### src/rtl/wb_stream_writer_ctrl_if.sv
// Stream input and Wishbone master bundle for the stream writer DMA engine.
// The DUT takes the master modport; the stream source and bus slave take slave.
interface wb_stream_writer_ctrl_if #(
    parameter int WB_AW = 32,
    parameter int WB_DW = 32
);
    logic [WB_DW-1:0]   stream_s_data_i;
    logic               stream_s_valid_i;
    logic               stream_s_ready_o;

    logic [WB_AW-1:0]   wbm_adr_o;
    logic [WB_DW-1:0]   wbm_dat_o;
    logic [WB_DW/8-1:0] wbm_sel_o;
    logic               wbm_we_o;
    logic               wbm_cyc_o;
    logic               wbm_stb_o;
    logic [2:0]         wbm_cti_o;
    logic [1:0]         wbm_bte_o;
    logic               wbm_ack_i;
    logic               wbm_err_i;

    modport master (
        input  stream_s_data_i,
        input  stream_s_valid_i,
        output stream_s_ready_o,
        output wbm_adr_o,
        output wbm_dat_o,
        output wbm_sel_o,
        output wbm_we_o,
        output wbm_cyc_o,
        output wbm_stb_o,
        output wbm_cti_o,
        output wbm_bte_o,
        input  wbm_ack_i,
        input  wbm_err_i
    );

    modport slave (
        output stream_s_data_i,
        output stream_s_valid_i,
        input  stream_s_ready_o,
        input  wbm_adr_o,
        input  wbm_dat_o,
        input  wbm_sel_o,
        input  wbm_we_o,
        input  wbm_cyc_o,
        input  wbm_stb_o,
        input  wbm_cti_o,
        input  wbm_bte_o,
        output wbm_ack_i,
        output wbm_err_i
    );
endinterface

### src/rtl/wb_stream_writer_ctrl.sv
// Stream-to-Wishbone DMA write engine: FIFO plus incrementing burst writer.
// Define WB_STREAM_WRITER_ERR_EN to abort transfers on wbm_err_i (err_o).
module wb_stream_writer_ctrl #(
    parameter int WB_AW   = 32,
    parameter int WB_DW   = 32,
    parameter int FIFO_AW = 5
) (
    input  logic                 wb_clk_i,
    input  logic                 wb_rst_ni,
    wb_stream_writer_ctrl_if.master bus,
    input  logic                 enable,
    input  logic [WB_AW-1:0]     start_adr,
    input  logic [WB_AW-1:0]     buf_size,
    input  logic [WB_AW-1:0]     burst_size,
    output logic                 busy,
    output logic [WB_DW-1:0]     tx_cnt,
    output logic                 err_o
);

    localparam int DEPTH = 1 << FIFO_AW;
    localparam logic [FIFO_AW:0] FULL_CNT = (FIFO_AW+1)'(DEPTH);
    localparam logic [WB_AW-1:0] DEPTH_W = WB_AW'(DEPTH);
    localparam logic [WB_AW-1:0] ONE_W = WB_AW'(1);

    typedef enum logic [1:0] {
        S_IDLE,
        S_WAIT,
        S_BURST,
        S_DONE
    } state_e;

    state_e state_q, state_d;

    logic [WB_DW-1:0]   mem_q [DEPTH];
    logic [FIFO_AW-1:0] wr_ptr_q;
    logic [FIFO_AW-1:0] rd_ptr_q;
    logic [FIFO_AW:0]   fcnt_q;

    logic [WB_AW-1:0] base_q, base_d;
    logic [WB_AW-1:0] words_q, words_d;
    logic [WB_AW-1:0] blen_q, blen_d;
    logic [WB_AW-1:0] tx_q, tx_d;
    logic [WB_AW-1:0] beats_q, beats_d;
    logic             err_q, err_d;

    logic             cyc;
    logic             push;
    logic             pop;
    logic             full;
    logic             beat_ok;
    logic             beat_err;
    logic [WB_AW-1:0] rem;
    logic [WB_AW-1:0] beats_w;
    logic [WB_AW-1:0] fcnt_w;
    logic [WB_AW-1:0] words_in;
    logic             unused_bits;

    assign cyc = (state_q == S_BURST);

`ifdef WB_STREAM_WRITER_ERR_EN
    assign beat_ok  = cyc & bus.wbm_ack_i & ~bus.wbm_err_i;
    assign beat_err = cyc & bus.wbm_err_i;
`else
    assign beat_ok  = cyc & (bus.wbm_ack_i | bus.wbm_err_i);
    assign beat_err = 1'b0;
`endif

    assign pop  = beat_ok;
    assign full = (fcnt_q == FULL_CNT);
    // A full FIFO still takes a word when the head is written out this cycle.
    assign bus.stream_s_ready_o = wb_rst_ni & (~full | pop);
    assign push = bus.stream_s_valid_i & bus.stream_s_ready_o;

    always_ff @(posedge wb_clk_i or negedge wb_rst_ni) begin
        if (!wb_rst_ni) begin
            wr_ptr_q <= '0;
            rd_ptr_q <= '0;
            fcnt_q   <= '0;
        end else begin
            if (push) wr_ptr_q <= wr_ptr_q + 1'b1;
            if (pop)  rd_ptr_q <= rd_ptr_q + 1'b1;
            unique case ({push, pop})
                2'b10:   fcnt_q <= fcnt_q + 1'b1;
                2'b01:   fcnt_q <= fcnt_q - 1'b1;
                default: fcnt_q <= fcnt_q;
            endcase
        end
    end

    always_ff @(posedge wb_clk_i) begin
        if (push) mem_q[wr_ptr_q] <= bus.stream_s_data_i;
    end

    assign words_in    = {2'b00, buf_size[WB_AW-1:2]};
    assign fcnt_w      = WB_AW'(fcnt_q);
    assign unused_bits = ^buf_size[1:0];

    // Bursts never exceed the FIFO depth, otherwise WAIT could never be left.
    always_comb begin
        rem     = words_q - tx_q;
        beats_w = (blen_q < rem) ? blen_q : rem;
        if (beats_w > DEPTH_W) beats_w = DEPTH_W;
    end

    always_comb begin
        state_d = state_q;
        base_d  = base_q;
        words_d = words_q;
        blen_d  = blen_q;
        tx_d    = tx_q;
        beats_d = beats_q;
        err_d   = 1'b0;
        unique case (state_q)
            S_IDLE: begin
                if (enable) begin
                    base_d  = start_adr;
                    words_d = words_in;
                    blen_d  = (burst_size == '0) ? ONE_W : burst_size;
                    tx_d    = '0;
                    state_d = (words_in == '0) ? S_DONE : S_WAIT;
                end
            end
            S_WAIT: begin
                if (fcnt_w >= beats_w) begin
                    beats_d = beats_w;
                    state_d = S_BURST;
                end
            end
            S_BURST: begin
                if (beat_err) begin
                    err_d   = 1'b1;
                    state_d = S_DONE;
                end else if (beat_ok) begin
                    tx_d    = tx_q + ONE_W;
                    beats_d = beats_q - ONE_W;
                    if (beats_q == ONE_W) begin
                        state_d = (tx_d == words_q) ? S_DONE : S_WAIT;
                    end
                end
            end
            S_DONE: begin
                state_d = S_IDLE;
            end
            default: begin
                state_d = S_IDLE;
            end
        endcase
    end

    always_ff @(posedge wb_clk_i or negedge wb_rst_ni) begin
        if (!wb_rst_ni) begin
            state_q <= S_IDLE;
            base_q  <= '0;
            words_q <= '0;
            blen_q  <= '0;
            tx_q    <= '0;
            beats_q <= '0;
            err_q   <= 1'b0;
        end else begin
            state_q <= state_d;
            base_q  <= base_d;
            words_q <= words_d;
            blen_q  <= blen_d;
            tx_q    <= tx_d;
            beats_q <= beats_d;
            err_q   <= err_d;
        end
    end

    assign bus.wbm_adr_o = base_q + {tx_q[WB_AW-3:0], 2'b00};
    assign bus.wbm_dat_o = mem_q[rd_ptr_q];
    assign bus.wbm_sel_o = '1;
    assign bus.wbm_we_o  = 1'b1;
    assign bus.wbm_cyc_o = cyc;
    assign bus.wbm_stb_o = cyc;
    assign bus.wbm_cti_o = !cyc ? 3'b000 :
                           (beats_q == ONE_W) ? 3'b111 : 3'b010;
    assign bus.wbm_bte_o = 2'b00;

    assign busy   = (state_q != S_IDLE);
    assign tx_cnt = WB_DW'(tx_q);

`ifdef WB_STREAM_WRITER_ERR_EN
    assign err_o = err_q;
`else
    assign err_o = 1'b0;
`endif

endmodule

### src/flat_wrapper.sv
// flat-port wrapper written by rule: the top's interface ports become plain ports
module wb_stream_writer_ctrl_flat 
#(
    parameter int WB_AW   = 32,
    parameter int WB_DW   = 32,
    parameter int FIFO_AW = 5
)
  (wb_clk_i, wb_rst_ni, enable, start_adr, buf_size, burst_size, busy, tx_cnt, err_o, bus_stream_s_data_i, bus_stream_s_valid_i, bus_stream_s_ready_o, bus_wbm_adr_o, bus_wbm_dat_o, bus_wbm_sel_o, bus_wbm_we_o, bus_wbm_cyc_o, bus_wbm_stb_o, bus_wbm_cti_o, bus_wbm_bte_o, bus_wbm_ack_i, bus_wbm_err_i);
  wb_stream_writer_ctrl_if #(.WB_AW(WB_AW), .WB_DW(WB_DW)) bus_i ();
  input  logic wb_clk_i;
  input  logic wb_rst_ni;
  input  logic enable;
  input  logic [WB_AW-1:0] start_adr;
  input  logic [WB_AW-1:0] buf_size;
  input  logic [WB_AW-1:0] burst_size;
  output logic busy;
  output logic [WB_DW-1:0] tx_cnt;
  output logic err_o;
  input wire logic [$bits(bus_i.stream_s_data_i)-1:0] bus_stream_s_data_i;
  input wire logic [$bits(bus_i.stream_s_valid_i)-1:0] bus_stream_s_valid_i;
  output wire logic [$bits(bus_i.stream_s_ready_o)-1:0] bus_stream_s_ready_o;
  output wire logic [$bits(bus_i.wbm_adr_o)-1:0] bus_wbm_adr_o;
  output wire logic [$bits(bus_i.wbm_dat_o)-1:0] bus_wbm_dat_o;
  output wire logic [$bits(bus_i.wbm_sel_o)-1:0] bus_wbm_sel_o;
  output wire logic [$bits(bus_i.wbm_we_o)-1:0] bus_wbm_we_o;
  output wire logic [$bits(bus_i.wbm_cyc_o)-1:0] bus_wbm_cyc_o;
  output wire logic [$bits(bus_i.wbm_stb_o)-1:0] bus_wbm_stb_o;
  output wire logic [$bits(bus_i.wbm_cti_o)-1:0] bus_wbm_cti_o;
  output wire logic [$bits(bus_i.wbm_bte_o)-1:0] bus_wbm_bte_o;
  input wire logic [$bits(bus_i.wbm_ack_i)-1:0] bus_wbm_ack_i;
  input wire logic [$bits(bus_i.wbm_err_i)-1:0] bus_wbm_err_i;
  assign bus_i.stream_s_data_i = bus_stream_s_data_i;
  assign bus_i.stream_s_valid_i = bus_stream_s_valid_i;
  assign bus_stream_s_ready_o = bus_i.stream_s_ready_o;
  assign bus_wbm_adr_o = bus_i.wbm_adr_o;
  assign bus_wbm_dat_o = bus_i.wbm_dat_o;
  assign bus_wbm_sel_o = bus_i.wbm_sel_o;
  assign bus_wbm_we_o = bus_i.wbm_we_o;
  assign bus_wbm_cyc_o = bus_i.wbm_cyc_o;
  assign bus_wbm_stb_o = bus_i.wbm_stb_o;
  assign bus_wbm_cti_o = bus_i.wbm_cti_o;
  assign bus_wbm_bte_o = bus_i.wbm_bte_o;
  assign bus_i.wbm_ack_i = bus_wbm_ack_i;
  assign bus_i.wbm_err_i = bus_wbm_err_i;
  wb_stream_writer_ctrl #(.WB_AW(WB_AW), .WB_DW(WB_DW), .FIFO_AW(FIFO_AW)) u_core (.wb_clk_i(wb_clk_i), .wb_rst_ni(wb_rst_ni), .bus(bus_i), .enable(enable), .start_adr(start_adr), .buf_size(buf_size), .burst_size(burst_size), .busy(busy), .tx_cnt(tx_cnt), .err_o(err_o));
endmodule
### config.mk
export PLATFORM = sky130hd
export DESIGN_NAME = wb_stream_writer_ctrl_flat
export DESIGN_NICKNAME = d
export VERILOG_FILES = /design/src/rtl/wb_stream_writer_ctrl_if.sv /design/src/rtl/wb_stream_writer_ctrl.sv /design/src/flat_wrapper.sv
export SDC_FILE = /design/constraint.sdc
export NUM_CORES = 2
export LEC_CHECK = 0
export CAP_MARGIN = 15
export CORE_AREA = 2 2 326 328
export CTS_BUF_LIST = sky130_fd_sc_hd__clkbuf_8 sky130_fd_sc_hd__clkbuf_16
export DETAILED_ROUTE_END_ITERATION = 10
export DIE_AREA = 0 0 328 330
export PLACE_DENSITY = 0.7
export SLEW_MARGIN = 20
export SYNTH_ARGS = -nofsm -noshare
export SYNTH_HDL_FRONTEND = slang
export SYNTH_SLANG_ARGS = --single-unit
### constraint.sdc
create_clock -name wb_clk_i -period 7.15 [get_ports wb_clk_i]
set_clock_uncertainty 0.05 [all_clocks]
set_input_delay 2.145 -clock wb_clk_i [delete_from_list [all_inputs] [get_ports wb_clk_i]]
set_output_delay 2.145 -clock wb_clk_i [all_outputs]
set_load 0.05 [all_outputs]
==> impl_results.md <==
* Most common cell after layout, fill and taps aside: edfxtp_1
* Synthesized instance count at 2984
* Number of flops mapped to enable cells by yosys at 1024
* Critical path start-end classification: reg2out
* Total of flip-flops plus latches after synthesis at 1200
* Wire length of the first global-routing pass at 192 mm
* Fillers at 7641
* Input/output buffers at 234
* Type of origin of the critical path: register
* Maximum ir drop on the vdd rail at 0.000435 V
* Endpoint of the worst hold-timing path: u_core.beats_q[24]
* Min-delay worst type: reg2reg
* Hold path start: u_core.beats_q[24]
* Insertion delay to the later sink of the worst-skew pair at 730 ps
* Worst R2R Start: u_core.tx_cnt[4]
* Count of warnings emitted by yosys at 0
* Main flop type after synthesis: edfxtp_1
* Ports at ~250
* Placement Cell Area at 57500 sq um
* CTS root buf: clkbuf_16
* Gp weighted congestion at approximately 0.93
* Inserted Clock Buffers at ~120
* Pin count of the biggest net entering global routing at 100
* Highest fanout seen on the critical path at 6
* Arrival time of data at the critical path endpoint at around 4700 ps
* Normalized max-slew margin at a little over a quarter
* Core outline area at 105000 sq um
* Routed wire per std cell at 26.7 um
* Multi-input gate area at 16600 sq um
* Final number of max-transition violations at 0
* CTS Hold Buffers Added at 0
* Final net count at 3641
* Vias after detailed routing at 29.6k
* Area occupied by registers at 35200 sq um
* Clock sinks at approximately 1.2k
* Total routed wirelength at 130 mm
* Cell type with the largest total area after synthesis: edfxtp_1
* Die Outline Area at 108000 sq um
* Detailed placer's ending HPWL at 79.4 mm
* Initial antenna violation count at 2
* Max-cap viol count at 0
* Count of cells along the worst hold path at 1
* Max Buffers Root-to-Sink at 3
* Fraction of final layout cells with drive strength greater than 1 at 26.2%
* Number of distinct library cells after synthesis at 86
* Leading cell types in the layout, fill and taps excluded: 1024 x edfxtp_1, 320 x mux4_2, 228 x clkdlybuf4s50_1
* Clock transition at the registers of the reported paths at 60 ps
* Worst Reg2Reg Path Length in Cells at 36
* Final hold violation count at 0
* Setup slack of the most critical reg-to-reg path at 260 ps
* Number of design-rule violations left by the first detailed-router iteration at 2795
* Remaining antenna violation count at 0
* H-tree depth at 3
* Number of optimization iterations in the first detailed-route pass at 6
* Synth-to-Final Area Change at 18.5%
* Fraction of synthesized cell area taken by the top area cell type at 59.1%
* Cell area after synthesis at 52000 sq um
* Main area contributors after synthesis: edfxtp_1 59%, mux4_2 14%, dfrtp_1 8.5%
* Die extent in x at 328 um
* Setup Total Neg Slack at 0 ps
* Capture point of the worst reg-to-reg path: u_core.beats_q[21]
* Final worst path period need at about 7000 ps
* Post-layout util at approximately three fifths
* Worst hold slack at between 400 and 500 ps
* Syn_area_per_cell at 17.4 sq um
* Leakage power summed over all cells at between 20 and 25 nW
* Site Rows at between 100 and 150
* Max Clk Rate at 144 MHz
* Fraction of registers with async set/reset at 14.7%
* Remaining global-route overflow at 0
* CTS tree: yes
* DRC at 0
* Pwr Density at 362 nW/um^2
* Power, Total at approximately 22 mW
* Y dimension of the die at 330 um
* Finished Cell Area at 61700 sq um
* Setup violation total in the final timing report at 0
* Kind of end point of the critical path: output port
* Setup repair after global routing missed its margin: true
* Number of global-route vias before repair at 30.4k
* Initial Utilization at 49.7%
* Overall fraction of global-route tracks in use at 23.9%
* Slew at the pin closest to its max-slew limit at between 1000 and 1500 ps
* Crit share post-route at 96.8%
* Status: finished clean
* Required time at the worst-slack endpoint at 4950 ps
* Seq/Total Area, Yosys at 67.5%
* Vias per Instance at 6.06
how the worst max path moves through the flow:
stage                            startpoint            endpoint  slack, ps  cells after the start
after floorplan            u_core.tx_cnt[8]   u_core.beats_q[1]        120                     34
after global placement     u_core.tx_cnt[4]   u_core.beats_q[9]       -390                     35
after detailed placement   u_core.tx_cnt[7]   u_core.beats_q[1]       -360                     34
after CTS                  u_core.tx_cnt[6]  u_core.beats_q[12]         20                     36
after global routing      u_core.tx_cnt[14]  u_core.beats_q[25]        -60                     35
final                      u_core.tx_cnt[0]   bus_wbm_adr_o[22]        230                     17
final cells by class:
type                            instances  share of cell area (%)
Sequential cell                      1200                    57.0
Multi-Input combinational cell       1578                    26.8
Timing Repair Buffer                  432                    6.74
Clock buffer                          118                    4.77
Tap cell                             1391                    2.82
Clock inverter                         98                    1.41
Inverter                               67                   0.408
Antenna cell                            1                 0.00406
Yosys cell counts (64+ instances only):
library cell	instances
a21oi_1	100
clkbuf_1	99
dfrtp_1	176
edfxtp_1	1024
ha_1	109
inv_1	67
mux2_2	122
mux4_2	320
nand2_1	112
nor2_1	150
o21ai_0	120
xnor2_1	64
sequential cells by signal (all words and copies together), names as in the netlist:
register / count
u_core.words_q: 30
u_core.rd_ptr_q: 5
u_core.base_q: 32
u_core.wr_ptr_q: 5
u_core.blen_q: 32
u_core.state_q: 2
u_core.beats_q: 32
u_core.tx_cnt: 32
u_core.fcnt_q: 6
u_core.mem_q: 1024
worst max-delay path: stages, from the launching register on:
cell and delay [ps]:
dfrtp_1 360, buf_4 160, ha_1 180, inv_1 60
fa_1 400, nor2b_1 130, o21a_1 140, o21ai_1 70
buf_4 180, a311o_1 360, a21oi_1 200, a2111oi_0 100
buf_4 170, o31a_1 300, nor2_1 90, o21ai_0 80
a22oi_1 190, clkdlybuf4s50_1 840
metal layers:
| layer | GRT usage, % | share of wire, % | vias to the layer above |
|---|---|---|---|
| met4 | 6.39 | 2.3 | 2 |
| li1 | - | - | 12817 |
| met2 | 42.0 | 52 | 1180 |
| met3 | 3.40 | 6.6 | 178 |
| met5 | 0 | 0.0084 | - |
| met1 | 31.4 | 39 | 15402 |
power breakdown:
group / internal (mW) / switching, mW
sequential: 8.11 / 0.389
combinational: 3.60 / 4.17
clock: 3.42 / 2.64
total: 15.1 / 7.19
repair_timing:
item,CTS,global route
hold endpoints to repair,0,0
setup endpoints to repair,33,36
gates resized for setup,14,44
pin swaps,1,20
setup buffers,3,3
gates cloned,0,2
through the flow:
stage,std cells,setup WS [ps]
after floorplan,2990,119
after global placement,4659,-395
after detailed placement,4659,-361
after CTS,4878,16.3
after global routing,4885,-56.1
final,4885,228
kinds of logic after synthesis:
logic type | synth area share, %
xor gates and xnor gates | 1.70
and+or+nand+nor | 4.91
AOI/OAI and AO/OA | 4.90
adders and majority gates | 2.74
DFF | 67.5
buffers and inverters | 1.67
muxes | 16.5
other | 0.0144
Note: power is estimated with default switching activity, not from simulation.
